`src/rtl/nvdla_cacc_grp_pkg.sv`:
```
// Shared definitions for the CACC ping-pong group controller.
//   - group status encoding (IDLE / RUNNING / PENDING)
//   - controller FSM state type (S_IDLE / S_RUN / S_GAP)
//   - width of the inter-layer gap counter
package nvdla_cacc_grp_pkg;

  localparam int unsigned CNT_W = 4;

  localparam logic [1:0] ST_IDLE    = 2'd0;
  localparam logic [1:0] ST_RUNNING = 2'd1;
  localparam logic [1:0] ST_PENDING = 2'd2;

  typedef enum logic [1:0] {
    S_IDLE = 2'd0,
    S_RUN  = 2'd1,
    S_GAP  = 2'd2
  } fsm_state_e;

endpackage

```
`src/rtl/nvdla_cacc_grp_status.sv`:
```
// Per-group status tracker: IDLE -> PENDING (arm) -> RUNNING (launch) -> IDLE (complete).
// An arm strobe is ignored unless the group is IDLE.
// Ports:
//   nvdla_core_clk / nvdla_core_rst : clock, synchronous active-high reset
//   arm, launch, complete           : one-cycle strobes from the group controller
//   status                          : registered 2-bit group status
//   op_en                           : registered enable, high while PENDING or RUNNING
module nvdla_cacc_grp_status
  import nvdla_cacc_grp_pkg::*;
(
  input  logic       nvdla_core_clk,
  input  logic       nvdla_core_rst,
  input  logic       arm,
  input  logic       launch,
  input  logic       complete,
  output logic [1:0] status,
  output logic       op_en
);

  logic [1:0] status_d, status_q;
  logic       op_en_d, op_en_q;

  // Status transitions; each strobe only acts in the state it belongs to.
  always_comb begin
    status_d = status_q;
    case (status_q)
      ST_IDLE:    if (arm)      status_d = ST_PENDING;
      ST_PENDING: if (launch)   status_d = ST_RUNNING;
      ST_RUNNING: if (complete) status_d = ST_IDLE;
      default:                  status_d = ST_IDLE;
    endcase
    op_en_d = (status_d != ST_IDLE);
  end

  always_ff @(posedge nvdla_core_clk) begin
    if (nvdla_core_rst) begin
      status_q <= ST_IDLE;
      op_en_q  <= 1'b0;
    end else begin
      status_q <= status_d;
      op_en_q  <= op_en_d;
    end
  end

  assign status = status_q;
  assign op_en  = op_en_q;

endmodule

```
`src/rtl/nvdla_cacc_group_ctrl.sv`:
```
// CACC ping-pong group consumer: launches armed register groups in pointer order,
// tracks per-group status and advances the hardware group pointer on completion.
// Optional feature macro: NVDLA_CACC_DONE_INTR_EN adds the done_intr[1:0] output.
// Ports:
//   nvdla_core_clk / nvdla_core_rst : clock, synchronous active-high reset
//   producer, op_en_wr              : software group pointer and arm pulse
//   dp_done                         : datapath completion pulse
//   consumer                        : hardware group pointer
//   status_0, status_1, op_en       : per-group status and enable level
//   dp_start, dp_group, busy        : datapath launch pulse, launched group, run flag
//   done_intr (optional)            : per-group completion pulse
module nvdla_cacc_group_ctrl
  import nvdla_cacc_grp_pkg::*;
#(
  parameter int unsigned IDLE_GAP = 2
) (
  input  logic       nvdla_core_clk,
  input  logic       nvdla_core_rst,
  input  logic       producer,
  input  logic       op_en_wr,
  input  logic       dp_done,
  output logic       consumer,
  output logic [1:0] status_0,
  output logic [1:0] status_1,
  output logic [1:0] op_en,
  output logic       dp_start,
  output logic       dp_group,
  output logic       busy
`ifdef NVDLA_CACC_DONE_INTR_EN
  ,
  output logic [1:0] done_intr
`endif
);

  fsm_state_e       state_d, state_q;
  logic [CNT_W-1:0] cnt_d, cnt_q;
  logic             consumer_d, consumer_q;
  logic             dp_start_d, dp_start_q;
  logic             dp_group_d, dp_group_q;
  logic             busy_d, busy_q;

  logic [1:0] arm_c, launch_c, complete_c;
  logic [1:0] cur_status_c;

  // Arm strobe routed to the group software pointed at.
  assign arm_c = {op_en_wr & producer, op_en_wr & ~producer};

  assign cur_status_c = consumer_q ? status_1 : status_0;

  nvdla_cacc_grp_status u_grp0 (
    .nvdla_core_clk (nvdla_core_clk),
    .nvdla_core_rst (nvdla_core_rst),
    .arm            (arm_c[0]),
    .launch         (launch_c[0]),
    .complete       (complete_c[0]),
    .status         (status_0),
    .op_en          (op_en[0])
  );

  nvdla_cacc_grp_status u_grp1 (
    .nvdla_core_clk (nvdla_core_clk),
    .nvdla_core_rst (nvdla_core_rst),
    .arm            (arm_c[1]),
    .launch         (launch_c[1]),
    .complete       (complete_c[1]),
    .status         (status_1),
    .op_en          (op_en[1])
  );

  // Sequencer: only the consumer group may launch; dp_done counts only in S_RUN.
  always_comb begin
    state_d    = state_q;
    cnt_d      = cnt_q;
    consumer_d = consumer_q;
    dp_start_d = 1'b0;
    dp_group_d = dp_group_q;
    launch_c   = 2'b00;
    complete_c = 2'b00;
    case (state_q)
      S_IDLE: begin
        if (cur_status_c == ST_PENDING) begin
          launch_c[consumer_q] = 1'b1;
          dp_start_d           = 1'b1;
          dp_group_d           = consumer_q;
          state_d              = S_RUN;
        end
      end
      S_RUN: begin
        if (dp_done) begin
          complete_c[consumer_q] = 1'b1;
          consumer_d             = ~consumer_q;
          if (IDLE_GAP != 0) begin
            cnt_d   = CNT_W'(IDLE_GAP);
            state_d = S_GAP;
          end else begin
            state_d = S_IDLE;
          end
        end
      end
      S_GAP: begin
        // Leaving on a count of 1 gives exactly IDLE_GAP cycles in S_GAP.
        if (cnt_q <= CNT_W'(1)) begin
          cnt_d   = '0;
          state_d = S_IDLE;
        end else begin
          cnt_d = cnt_q - CNT_W'(1);
        end
      end
      default: begin
        cnt_d   = '0;
        state_d = S_IDLE;
      end
    endcase
    busy_d = (state_d == S_RUN);
  end

  always_ff @(posedge nvdla_core_clk) begin
    if (nvdla_core_rst) begin
      state_q    <= S_IDLE;
      cnt_q      <= '0;
      consumer_q <= 1'b0;
      dp_start_q <= 1'b0;
      dp_group_q <= 1'b0;
      busy_q     <= 1'b0;
    end else begin
      state_q    <= state_d;
      cnt_q      <= cnt_d;
      consumer_q <= consumer_d;
      dp_start_q <= dp_start_d;
      dp_group_q <= dp_group_d;
      busy_q     <= busy_d;
    end
  end

  assign consumer = consumer_q;
  assign dp_start = dp_start_q;
  assign dp_group = dp_group_q;
  assign busy     = busy_q;

`ifdef NVDLA_CACC_DONE_INTR_EN
  logic [1:0] done_intr_d, done_intr_q;

  assign done_intr_d = complete_c;

  always_ff @(posedge nvdla_core_clk) begin
    if (nvdla_core_rst) done_intr_q <= 2'b00;
    else                done_intr_q <= done_intr_d;
  end

  assign done_intr = done_intr_q;
`endif

endmodule

```
`config.mk`:
```
export PLATFORM = sky130hd
export DESIGN_NAME = nvdla_cacc_group_ctrl
export DESIGN_NICKNAME = d
export VERILOG_FILES = /design/src/rtl/nvdla_cacc_grp_pkg.sv /design/src/rtl/nvdla_cacc_grp_status.sv /design/src/rtl/nvdla_cacc_group_ctrl.sv
export SDC_FILE = /design/constraint.sdc
export NUM_CORES = 1
export LEC_CHECK = 0
export BUFFER_PORTS_ARGS = -buffer_cell sky130_fd_sc_hd__buf_2
export CAP_MARGIN = 30
export CORE_MARGIN = 8
export CORE_UTILIZATION = 50
export DETAILED_ROUTE_END_ITERATION = 16
export GPL_TIMING_DRIVEN = 1
export PLACE_DENSITY = 0.73
export SYNTH_ARGS = -nofsm -noshare
export SYNTH_HDL_FRONTEND = slang
export SYNTH_SLANG_ARGS = --single-unit
```
`constraint.sdc`:
```
create_clock -name nvdla_core_clk -period 2.1 [get_ports nvdla_core_clk]
set_input_delay 0.105 -clock nvdla_core_clk [delete_from_list [all_inputs] [get_ports nvdla_core_clk]]
set_output_delay 0.105 -clock nvdla_core_clk [all_outputs]
set_load 0.05 [all_outputs]
```
==> results.py <==
metrics = {
    "cts": {
        "cts_sinks": 16,
        "post_cts_buffers": 0,
        "cts_hold_buf": 0,
        "cts_max_path_buffers": 2,
        "cts-resized-gates": 0,
        "clock_latency_ns": 0.29,
        "clk_pin_slew_ns": 0.10,
        "cts_htree_levels": 1,
        "cts-root-buf": "clkbuf_4",
        "cts_buffers": 3,
        "cts_tree": "built",
    },
    "synth": {
        "syn_area_um2": 788,
        "synth_warnings": 0,
        "syn_nets": 97,
        "synthTopCellsByCount": "16 x dfxtp_1, 9 x nor2_1, 8 x inv_1",
        "synth_area_leaders": "dfxtp_1 41%, ha_1 9.5%, nor2_1 4.3%",
        "yosysTopAreaCell": "dfxtp_1",
        "synth_cells": 86,
        "synth.distinct_cells": 33,
        "yosysSeqAreaShare": 0.406,
        "synth-seq-cells": 16,
        "async_flop_share": 0,
        "synthFlopType": "dfxtp_1",
        "synth.most_common_cell": "dfxtp_1",
        "avgSynthCellArea_um2": 9.17,
        "yosys.area.top_type_share": 0.406,
        "synth_edf_count": 0,
    },
    "critical_path": {
        "max_stage_delay_ns": 0.39,
        "worstSetupPathType": "register to register",
        "crit_arrival_ns": 1.91,
        "crit_chain": "inv_1, ha_1, nor4bb_4, or3_1, o211a_1, and3_1",
        "worstSetupEndpointType": "register",
        "cp_slowest_cell": "dfxtp_1",
        "crit_buf_inv": 1,
        "crit_path_start": "state_q[0]",
        "cp.required_ns": 2.30,
        "critPathLaunchType": "register",
        "cp_max_fo": 5,
        "path_delay_family": "simple AND/OR/NAND/NOR gates",
        "r2r_start": "state_q[0]",
    },
    "flow_run": {
        "drv_cap": 0,
    },
    "pwr": {
        "peakVddDrop_mv": 0.505,
        "intPower_mw": 0.483,
        "p_leak_nw": 0.373,
        "switchingPower_mw": 0.233,
        "p_per_area_nw_per_um2": 799,
        "swShare": 0.325,
        "power_frac_seq": 0.474,
        "power_frac_clock": 0.292,
        "combPwrFrac": 0.233,
    },
    "timing": {
        "setup_tns_ns": 0,
        "setup_viol": 0,
        "post-route-period-util": 0.814,
        "max_slew_margin": 0.738,
        "worst_clock_skew_ns": 0.00352,
        "worst_pin_slew_ns": 0.392,
        "fmax_mhz": 585,
        "slew_violations": 0,
        "hold_viol": 0,
        "rsz0062_at_grt": "no",
        "fin_crit_ns": 1.71,
        "hold_slack_ns": 0.138,
    },
    "placement": {
        "dp_hpwl_um": 1200,
        "gp_congestion": 0.843,
        "io_buffers": 14,
    },
    "floorplanning": {
        "die_y_um": 55.7,
        "die_w_um": 55.7,
        "start_util": 0.529,
        "design.die.area_um2": 3100,
        "io_pins": 15,
        "core-area_um2": 1490,
        "rows": 14,
    },
    "global_route": {
        "antenna_found_initial": 0,
        "overflow": 0,
        "grtUsageTotal": 0.108,
        "grt_max_degree": 15,
        "grt_pass1_vias": 663,
        "grt_pass1_wl_um": 2820,
    },
    "route": {
        "route.met3.wl_um": 75,
        "drc": 0,
        "detail-route-antenna-nets": 0,
        "route.vias.total": 660,
        "drtIter0Drc": 10,
        "drt-total-wl_um": 1610,
        "firstDrtPassIters": 4,
        "route.layer.met1.wl_um": 797,
        "top_layer_used": "met4",
        "vias_per_cell": 5.64,
        "routedWlPerCell_um": 13.7,
        "wl_met2_um": 712,
    },
    "finish": {
        "final_nets": 113,
        "layout-drive-gt1-share": 0.257,
        "fin_util": 0.602,
        "diodes": 0,
        "synthToLayoutAreaGrowth_pct": 13.7,
    },
    "run_status": {
        "status": "finished clean",
    },
    "worst_hold_path": {
        "min-delay-start": "op_en_wr",
        "min_path_type": "input pin to register",
    },
}
## path summary, 6_finish.rpt
path | depth (start not counted) | endpoint | slack [ns]
max | 6 | busy | 0.39
min | 3 | u_grp1.status[1] | 0.14
max reg2reg | 6 | busy | 0.39
min reg2reg | 2 | dp_group | 0.50
## kinds of logic (layout without fill, tap and decap cells)
group                    after synthesis  after routing  share of synthesized area
adder cells (fa/ha/maj)                6              6                     0.0952
AO/OA/AOI/OAI                         22             22                      0.200
flip-flops                            16             16                      0.406
buffers and inverters                 11             26                     0.0619
AND/OR/NAND/NOR                       31             31                      0.236
## power groups by stage
stage | registers [mW] | logic (mW) | clock network [mW]
2_1_floorplan | 0.383 | 0.0975 | 0
3_3_place_gp | 0.346 | 0.166 | 0
3_5_place_dp | 0.347 | 0.167 | 0
4_1_cts | 0.339 | 0.168 | 0.214
5_1_grt | 0.343 | 0.180 | 0.229
6_report | 0.339 | 0.167 | 0.209
## state kept, by name, summed over array words and instances (netlist names)
name,flops
busy,1
cnt_q,4
consumer,1
dp_group,1
dp_start,1
state_q,2
u_grp0.op_en,1
u_grp0.status,2
u_grp1.op_en,1
u_grp1.status,2
## cells in the final DEF (no fill, tap or decap), drive strengths merged, types with 2 or more instances in the layout
cell	synthesis	layout
a21boi	2	2
a21oi	7	7
a31oi	3	3
buf	2	14
clkbuf	1	4
dfxtp	16	16
ha	6	6
inv	8	8
nand2	5	5
nand3	3	3
nand3b	2	2
nor2	9	9
nor4	2	2
or2	3	3
## per-layer routing
layer  vias to the layer above  GRT usage
met2                        14      0.171
met3                         2     0.0434
met5                         -          0
met1                       308      0.126
met4                         0     0.0387
li1                        336          -
## per-stage QoR
stage	cell area (um2)	power (mW)	setup WS (ns)	std cells
floorplan	788	0.480	0.466	86
global placement	860	0.511	0.475	113
detailed placement	860	0.514	0.414	113
CTS	896	0.721	0.396	117
global route	896	0.752	0.295	117
finish	896	0.716	0.391	117
## worst register-to-register path: cells and delay by family (launching register included)
| family | cells | cell delay, ns |
|---|---|---|
| AOI/OAI and AO/OA | 1 | 0.15 |
| and+or+nand+nor | 3 | 0.74 |
| buffers and inverters | 1 | 0.08 |
| DFF | 1 | 0.39 |
| adders and majority gates | 1 | 0.25 |
## layout make-up
type	count	area, um2
fillers	132	593
multi-input cells	59	419
repair buffers	14	70.1
well taps	16	20.0
clock buffers	4	36.3
flip-flops and latches	16	320
inverters	8	30.0
Note: power is estimated with default switching activity, not from simulation.
